`config.mk`:
```
export PLATFORM = sky130hd
export DESIGN_NAME = alu_issue_wb
export DESIGN_NICKNAME = d
export VERILOG_FILES = /design/src/rtl/alu_pkg.sv /design/src/rtl/alu_lat_counter.sv /design/src/rtl/alu_issue_wb.sv
export SDC_FILE = /design/constraint.sdc
export NUM_CORES = 1
export LEC_CHECK = 0
export ABC_AREA = 1
export BUFFER_PORTS_ARGS = -buffer_cell sky130_fd_sc_hd__buf_2
export CORE_AREA = 2 2 169 213
export DETAILED_ROUTE_END_ITERATION = 8
export DIE_AREA = 0 0 171 215
export PLACE_DENSITY = 0.52
export SLEW_MARGIN = 20
export SYNTH_ARGS = -nofsm -noshare
export SYNTH_HDL_FRONTEND = slang
export SYNTH_SLANG_ARGS = --single-unit
```
`constraint.sdc`:
```
create_clock -name clk -period 11.71 [get_ports clk]
set_clock_uncertainty 0.05 [all_clocks]
set_input_delay 0.5855 -clock clk [delete_from_list [all_inputs] [get_ports clk]]
set_output_delay 0.5855 -clock clk [all_outputs]
set_load 0.02 [all_outputs]
```
`src/rtl/alu_pkg.sv`:
```
// alu_pkg: shared ALU function codes, lane widths, FSM encoding and latency classes
// for the alu_issue_wb slice.
package alu_pkg;
    localparam logic [5:0] VAND   = 6'b000001, VOR    = 6'b000010, VXOR  = 6'b000011,
                           VNOT   = 6'b000100, VMOV   = 6'b000101, VADD  = 6'b000110,
                           VSUB   = 6'b000111, VMULEU = 6'b001000, VMULOU = 6'b001001,
                           VSLL   = 6'b001010, VSRL   = 6'b001011, VSRA  = 6'b001100,
                           VRTTH  = 6'b001101, VDIV   = 6'b001110, VMOD  = 6'b001111,
                           VSQEU  = 6'b010000, VSQOU  = 6'b010001, VSQRT = 6'b010010;
    localparam logic [1:0] WW8 = 2'b00, WW16 = 2'b01, WW32 = 2'b10, WW64 = 2'b11;

    typedef enum logic [1:0] {IDLE, EXEC, RESP} state_t;
    typedef enum logic [1:0] {LAT_ONE, LAT_MUL, LAT_DIV, LAT_ILL} lat_t;

    function automatic lat_t op_latency(input logic [5:0] r_ins);
        return (r_ins inside {VMULEU, VMULOU, VSQEU, VSQOU}) ? LAT_MUL :
               (r_ins inside {VDIV, VMOD, VSQRT})            ? LAT_DIV :
               ((r_ins >= VAND && r_ins <= VSUB) ||
                (r_ins >= VSLL && r_ins <= VRTTH))           ? LAT_ONE : LAT_ILL;
    endfunction

    // Lane boundaries are byte aligned, so wider lanes are zero iff all their bytes are.
    function automatic logic any_lane_zero(input logic [63:0] v, input logic [1:0] ww);
        logic [7:0] b;
        logic [3:0] h;
        logic [1:0] w;
        for (int i = 0; i < 8; i++) b[i] = (v[i*8 +: 8] == 8'd0);
        for (int i = 0; i < 4; i++) h[i] = b[2*i] & b[2*i+1];
        for (int i = 0; i < 2; i++) w[i] = h[2*i] & h[2*i+1];
        return (ww == WW8) ? |b : (ww == WW16) ? |h : (ww == WW32) ? |w : &w;
    endfunction
endpackage

```
`src/rtl/alu_lat_counter.sv`:
```
// alu_lat_counter: loadable down-counter with zero flag, times the ALU occupancy.
module alu_lat_counter #(
    parameter int W = 4
) (
    input  logic         clk,
    input  logic         reset,
    input  logic         i_load,
    input  logic         i_dec,
    input  logic [W-1:0] i_load_val,
    output logic         o_zero
);
    logic [W-1:0] r_count;

    always_ff @(posedge clk or posedge reset) begin
        if (reset)       r_count <= '0;
        else if (i_load) r_count <= i_load_val;
        else if (i_dec)  r_count <= r_count - 1'b1;
    end

    assign o_zero = (r_count == '0);
endmodule

```
`src/rtl/alu_issue_wb.sv`:
```
// alu_issue_wb: issues one instruction to the combinational vector ALU, waits its latency,
// captures the result and hands it to writeback. Optional macro ALU_DIVZERO_CHECK_EN adds wb_divzero.
module alu_issue_wb
    import alu_pkg::*;
#(
    parameter int MUL_LAT = 2,
    parameter int DIV_LAT = 8,
    parameter int RD_W    = 5
) (
    input  logic            clk,
    input  logic            reset,
    input  logic            in_valid,
    output logic            in_ready,
    input  logic [63:0]     in_rA,
    input  logic [63:0]     in_rB,
    input  logic [5:0]      in_R_ins,
    input  logic [1:0]      in_WW,
    input  logic [RD_W-1:0] in_rD,
    output logic [63:0]     alu_rA,
    output logic [63:0]     alu_rB,
    output logic [5:0]      alu_R_ins,
    output logic            alu_Op_code,
    output logic [1:0]      alu_WW,
    input  logic [63:0]     alu_out,
    output logic            wb_valid,
    input  logic            wb_ready,
    output logic [63:0]     wb_data,
    output logic [RD_W-1:0] wb_rD,
    output logic            wb_illegal
`ifdef ALU_DIVZERO_CHECK_EN
    ,
    output logic            wb_divzero
`endif
);
    localparam int MAXL = (MUL_LAT > DIV_LAT) ? MUL_LAT : DIV_LAT;
    localparam int CW   = $clog2(MAXL) + 1;

    state_t          r_state;
    logic [63:0]     r_rA, r_rB;
    logic [5:0]      r_R_ins;
    logic [1:0]      r_WW;
    logic [RD_W-1:0] r_rD;
    lat_t            w_cls_in;
    logic [CW-1:0]   w_load_val;
    logic            w_zero, w_illegal, w_divzero;
    logic [63:0]     w_result;

    always_comb begin
        w_cls_in   = op_latency(in_R_ins);
        w_load_val = (w_cls_in == LAT_MUL) ? CW'(MUL_LAT - 1) :
                     (w_cls_in == LAT_DIV) ? CW'(DIV_LAT - 1) : '0;
        w_illegal  = (op_latency(r_R_ins) == LAT_ILL);
`ifdef ALU_DIVZERO_CHECK_EN
        w_divzero  = (r_R_ins == VDIV || r_R_ins == VMOD) && any_lane_zero(r_rB, r_WW);
`else
        w_divzero  = 1'b0;
`endif
        w_result   = w_illegal ? '0 : w_divzero ? '1 : alu_out;
    end

    alu_lat_counter #(.W(CW)) u_cnt (
        .clk       (clk),
        .reset     (reset),
        .i_load    (r_state == IDLE && in_valid),
        .i_dec     (r_state == EXEC && !w_zero),
        .i_load_val(w_load_val),
        .o_zero    (w_zero)
    );

    assign in_ready    = (r_state == IDLE);
    assign alu_Op_code = (r_state == EXEC);
    assign alu_rA      = r_rA;
    assign alu_rB      = r_rB;
    assign alu_R_ins   = r_R_ins;
    assign alu_WW      = r_WW;

    always_ff @(posedge clk or posedge reset) begin
        if (reset) begin
            r_state    <= IDLE;
            r_rA       <= '0;
            r_rB       <= '0;
            r_R_ins    <= '0;
            r_WW       <= '0;
            r_rD       <= '0;
            wb_valid   <= 1'b0;
            wb_data    <= '0;
            wb_rD      <= '0;
            wb_illegal <= 1'b0;
`ifdef ALU_DIVZERO_CHECK_EN
            wb_divzero <= 1'b0;
`endif
        end else begin
            case (r_state)
                IDLE: if (in_valid) begin
                    r_rA    <= in_rA;
                    r_rB    <= in_rB;
                    r_R_ins <= in_R_ins;
                    r_WW    <= in_WW;
                    r_rD    <= in_rD;
                    r_state <= EXEC;
                end
                EXEC: if (w_zero) begin
                    wb_data    <= w_result;
                    wb_rD      <= r_rD;
                    wb_illegal <= w_illegal;
                    wb_valid   <= 1'b1;
`ifdef ALU_DIVZERO_CHECK_EN
                    wb_divzero <= w_divzero;
`endif
                    r_state    <= RESP;
                end
                RESP: if (wb_ready) begin
                    wb_valid   <= 1'b0;
                    wb_illegal <= 1'b0;
`ifdef ALU_DIVZERO_CHECK_EN
                    wb_divzero <= 1'b0;
`endif
                    r_state    <= IDLE;
                end
                default: r_state <= IDLE;
            endcase
        end
    end
endmodule
```
==> results of run 1 <==
final cells by class:
class | count | area (um2)
Antenna cell | 2 | 5.00
Clock buffer | 35 | 703
Clock inverter | 5 | 78.8
Fill cell | 3745 | 23000
Inverter | 23 | 96.3
Multi-Input combinational cell | 681 | 2760
Sequential cell | 218 | 5460
Tap cell | 474 | 593
Timing Repair Buffer | 424 | 2140
kinds of logic after synthesis:
logic type / Yosys count
DFF: 218
AOI/OAI and AO/OA: 25
and+or+nand+nor: 650
xor gates and xnor gates: 1
buffers and inverters: 75
adders and majority gates: 5
cell usage in the layout (no fill, tap or decap), types with 2 or more instances in the layout:
master / count
buf_2: 417
or2_2: 2
clkbuf_8: 4
dfrtp_1: 218
a21oi_1: 3
inv_1: 19
bufinv_16: 2
buf_4: 7
inv_2: 2
nor2_4: 2
o21ai_0: 18
o21ai_1: 3
ha_1: 5
clkbuf_16: 25
clkbuf_1: 6
nand3_1: 69
diode_2: 2
nand2_1: 563
clkinv_2: 2
nor2_1: 9
nor3_1: 2
stage by stage:
stage | total power, mW | hold slack (ps)
global route | 3.83 | 114
CTS | 3.63 | 126
finish | 3.57 | 76.2
global placement | 2.82 | 402
detailed placement | 2.85 | 405
floorplan | 2.31 | 399
metal layers:
metal / part of all wire / track usage
met1: 0.40 / 0.163
met4: 0.026 / 0.0472
met2: 0.50 / 0.244
met3: 0.077 / 0.0328
met5: 0 / 0
flip-flops by register name, indices dropped and copies added, names as in the netlist:
| name | cells |
|---|---|
| alu_R_ins | 6 |
| alu_WW | 2 |
| alu_rA | 64 |
| alu_rB | 64 |
| r_rD | 5 |
| r_state | 2 |
| u_cnt.r_count | 4 |
| wb_data | 64 |
| wb_illegal | 1 |
| wb_rD | 5 |
| wb_valid | 1 |
how the worst min path moves through the flow:
stage | from | to | slack [ps] | cells past startpoint
6_report | reset | alu_rA[16] | 80 | 2
5_1_grt | reset | alu_rB[51] | 110 | 2
4_1_cts | reset | alu_rB[49] | 130 | 2
3_5_place_dp | wb_rD[4] | wb_rD[4] | 400 | 2
3_3_place_gp | wb_rD[4] | wb_rD[4] | 400 | 2
2_1_floorplan | r_rD[3] | r_rD[3] | 400 | 2
power by group:
group | total [mW] | switching (mW) | internal (mW)
clock network | 0.756 | 0.299 | 0.457
logic | 1.52 | 1.05 | 0.469
registers | 1.29 | 0.181 | 1.11
total | 3.57 | 1.53 | 2.03
==> flow_summary.json, run 1 <==
{
  "status": "finished clean",
  "synth_area_mm2": 0.00861,
  "cts_tree": "yes",
  "cp-end-kind": "flip-flop",
  "num-nets-final": 1586,
  "antenna_found_initial": 3,
  "antenna_left": 0,
  "synth_area_per_cell_um2": 8.84,
  "finalHoldViolCount": 0,
  "cts-buffers-inserted": 24,
  "grt_usage": 0.138,
  "synthArstFlopShare": 1.00,
  "cts.sinks": 218,
  "finalCritPeriodShare": 0.249,
  "crit_end": "alu_rB[56]",
  "yosysMostFrequentCell": "nand2_1",
  "wire_per_inst_um": 14.1,
  "drtPass1Iterations": 4,
  "synth.area.mux_share": 0,
  "p_per_area_mw_per_mm2": 301,
  "chipHeight_um": 215,
  "synth-seq-area-share": 0.634,
  "cts_resized": 0,
  "grt_pass1_vias": 7561,
  "synth_cell_types": 22,
  "slew_violations": 0,
  "grt_pass1_wl_mm": 40.9,
  "setup_viol": 0,
  "critPathKind": "reg -> reg",
  "synth_cells": 974,
  "die_area_mm2": 0.0368,
  "finalCriticalPeriod_ps": 2920,
  "post-cts-setup-buffer-count": 0,
  "fin_area_mm2": 0.0118,
  "ir_drop_uv": 110,
  "final_cells": 1862,
  "synthTopCellsByArea": "dfrtp_1, nand2_1, nand3_1",
  "crit_arrival_ps": 3320,
  "worstRegToRegCells": 7,
  "hpwl_mm": 18.3,
  "synth_edf_count": 0,
  "cp_max_fo": 79,
  "layout-drive-gt1-share": 0.338,
  "synth_fa_ha_area_frac": 0.00727,
  "totalNegativeSetupSlack_ps": 0,
  "hold_buffers": 0,
  "initial_core_util": 0.247,
  "rsz0062_at_grt": "no",
  "synth.net_count": 1188,
  "synth_simple_gate_area_frac": 0.297,
  "rows": 77,
  "r2r_end": "alu_rB[56]",
  "place.gp.congestion": 0.774,
  "worst-path-buf-inv": 3,
  "crit_chain": "inv_1 > ha_1 > nand2_4 > inv_4 > buf_4 > nand2_1 > nand2_1",
  "dieWidth_um": 171,
  "flow.area_growth_from_synthesis_pct": 37.5,
  "grt_max_degree": 94,
  "worst_ep_required_time_ps": 12110,
  "r2r_start": "r_state[1]",
  "root_buffer": "clkbuf_16",
  "cp-start-kind": "flip-flop",
  "overflow": 0,
  "port_buffers": 417,
  "placed_cells": 1820,
  "postPlaceCellArea_mm2": 0.0110,
  "yosysTopAreaCell": "dfrtp_1",
  "yosysWarnings": 0,
  "clk_latency_ps": 520,
  "pre_cts_slack_ps": 8710,
  "drc": 0,
  "ys_ff_latch": 218,
  "cts_max_level": 1,
  "cp_slowest_cell": "buf_4",
  "critPathMostFrequentCell": "nand2_1",
  "yosysTopAreaCellShare": 0.634,
  "wirelength_mm": 26.3,
  "synthTopCellsByCount": "nand2_1, dfrtp_1, nand3_1",
  "fmax_mhz": 342,
  "p_leak_nw": 6.86,
  "clk_pin_slew_ps": 60,
  "tightestPinTransition_ps": 1080,
  "drt_iter0_markers": 278,
  "synth_top_family_by_area": "simple AND/OR/NAND/NOR gates",
  "cap_violations": 0,
  "ys.flop_type": "dfrtp_1",
  "io_pins": 418,
  "synth_compound_area_frac": 0.0148,
  "slew_headroom": 0.279,
  "min_path_type": "in -> async",
  "reg2reg_slack_ps": 8790,
  "final.setup.worst_slack_ps": 8790,
  "finalCoreUtilization": 0.339,
  "vias_per_cell": 4.10,
  "synth_xor_xnor_area_share": 0.00102,
  "max_stage_delay_ps": 740,
  "cp.depth": 7,
  "cts_buffer_depth": 3,
  "num_vias": 7631,
  "core_mm2": 0.0349,
  "worst_path_dominant_cell_family": "buffers and inverters",
  "critPathLaunch": "r_state[1]"
}
No activity file was read; power rests on OpenSTA's default activity.
==> inputs of run 2 (changes only) <==
==> constraint.sdc (replaced) <==
create_clock -name clk -period 3 [get_ports clk]
set_clock_uncertainty 0.05 [all_clocks]
set_input_delay 0.15 -clock clk [delete_from_list [all_inputs] [get_ports clk]]
set_output_delay 0.15 -clock clk [all_outputs]
set_load 0.02 [all_outputs]
==> run 2 against run 1 <==
  * Critical path depth is 1 higher
  * Clock power grew to 4.0 times the previous value
  * Die area stayed put
  * Clock-buffer cell count is 2 higher
  * Highest routed layer is now met5
  * Combinational power grew to 4.1 times the previous value
  * Largest cell class unchanged
  * Largest power group unchanged
  * Utilization is 6.4 points higher
  * Maximum frequency is 40% higher
  * Register-to-register slack worse by 7900 ps
==> flow_summary.json, run 2 (synthesis results as in run 1) <==
{
  "whs_ps": 38.9,
  "cts_max_level": 1,
  "p_per_area_mw_per_mm2": 1020,
  "rsz0062_at_grt": "no",
  "antenna_found_initial": 6,
  "post-cts-setup-buffer-count": 0,
  "flow.area_growth_from_synthesis_pct": 63.5,
  "cp_slowest_cell": "buf_4",
  "cts.sinks": 218,
  "clk_pin_slew_ps": 60,
  "r2r_start": "r_state[1]",
  "overflow": 0,
  "num_vias": 8584,
  "postPlaceCellArea_mm2": 0.0112,
  "switchingPower_mw": 6.15,
  "holdCritStartpoint": "in_valid",
  "tightestPinTransition_ps": 925,
  "num-nets-final": 1805,
  "grt_pass1_wl_mm": 46.0,
  "cp-end-kind": "flip-flop",
  "drt_iter0_markers": 340,
  "chipHeight_um": 215,
  "cts_resized": 0,
  "p_leak_nw": 7.80,
  "slew_violations": 0,
  "totalNegativeSetupSlack_ps": 0,
  "initial_core_util": 0.247,
  "antenna_left": 0,
  "grt_use_met2": 0.278,
  "fin_area_mm2": 0.0141,
  "crit_arrival_ps": 2480,
  "pre_cts_slack_ps": 896,
  "top_usage_layer": "met2",
  "io_pins": 418,
  "final_common_cell": "nand2_1",
  "grt_max_degree": 76,
  "critPathKind": "reg -> reg",
  "crit_chain": "inv_1 > ha_1 > inv_1 > nor2_4 > inv_2 > buf_4 > nand2_1 > o21ai_1",
  "clk_latency_ps": 520,
  "grt_usage": 0.156,
  "setup_viol": 0,
  "core_mm2": 0.0349,
  "drc": 0,
  "cts_tree": "yes",
  "drtPass1Iterations": 4,
  "worstRegToRegCells": 8,
  "worst_ep_required_time_ps": 3400,
  "critPathLaunch": "r_state[1]",
  "cap_violations": 0,
  "max_stage_delay_ps": 480,
  "rows": 77,
  "dieWidth_um": 171,
  "finalCritPeriodShare": 0.695,
  "status": "finished clean",
  "wire_per_inst_um": 14.0,
  "finalHoldViolCount": 0,
  "combPwrFrac": 0.438,
  "power_mw": 14.3,
  "grtUsageMet1": 0.178,
  "critPathMostFrequentCell": "inv_1",
  "layout-drive-gt1-share": 0.300,
  "grtUsageMet3": 0.0381,
  "clock_power_share": 0.210,
  "wirelength_mm": 29.2,
  "port_buffers": 417,
  "cp_max_fo": 38,
  "hold_buffers": 207,
  "min_path_type": "in -> reg",
  "ir_drop_uv": 554,
  "finalCriticalPeriod_ps": 2080,
  "cts_buffer_depth": 3,
  "p_int_mw": 8.19,
  "hpwl_mm": 19.5,
  "vias_per_cell": 4.12,
  "place.gp.congestion": 0.776,
  "cts-buffers-inserted": 25,
  "slew_headroom": 0.382,
  "fmax_mhz": 480,
  "grt_pass1_vias": 9013,
  "switching_share": 0.429,
  "seqPwrFrac": 0.352,
  "die_area_mm2": 0.0368,
  "root_buffer": "clkbuf_16",
  "layout_common_cells": "nand2_1, buf_2, dfrtp_1",
  "final.setup.worst_slack_ps": 915,
  "min_path_cells": 4,
  "cp-start-kind": "flip-flop"
}
[run 2: cell types whose count changed in the layout (fill, tap and decap cells not counted), sizes merged]
cell / change
buf: +11
clkbuf: +2
clkinv: +1
clkinvlp: +3
dlygate4sd3: +207
inv: -1
[run 2: worst max-delay path: cells and delay by family, from the launching register on]
kind | cells | cell delay, ps
AO/OA/AOI/OAI | 1 | 90
buffers and inverters | 4 | 1110
adder cells (fa/ha/maj) | 1 | 210
flip-flops | 1 | 380
AND/OR/NAND/NOR | 2 | 150
[run 2: metrics by stage]
step / utilization / std cells
2_1_floorplan: - / 974
3_3_place_gp: 0.321 / 1831
3_5_place_dp: 0.321 / 1831
4_1_cts: 0.403 / 2083
5_1_grt: 0.403 / 2084
6_report: 0.403 / 2085
[run 2: power groups by stage]
stage / logic, mW / registers, mW / clock network [mW]
after floorplan: 2.35 / 6.65 / 0
final: 6.28 / 5.05 / 3.01
after detailed placement: 6.15 / 5.05 / 0
after global routing: 6.93 / 5.22 / 3.25
after global placement: 6.09 / 5.04 / 0
after CTS: 6.36 / 5.05 / 3.13
[run 2: layout make-up]
type                    count  area [um2]
repair buffers            642        4360
inverters                  23        92.6
diodes                      2        5.00
fillers                  3498       20800
flip-flops and latches    218        5460
well taps                 474         593
clock buffers              37         711
multi-input cells         681        2760
clock inverters             8        95.1
[run 2: worst paths after layout]
check                                    to  slack, ps
min reg2reg                        wb_valid        420
max in group asynchronous        alu_rB[52]       1790
min in group asynchronous       wb_data[27]        340
max reg2reg                        wb_rD[0]        920
max                                wb_rD[0]        920
min                        u_cnt.r_count[2]         40
[run 2: metal layers]
layer	up-vias	routed length, um
li1	4236	-
met1	3969	11700
met2	310	14500
met3	61	2030
met5	-	39
met4	8	949
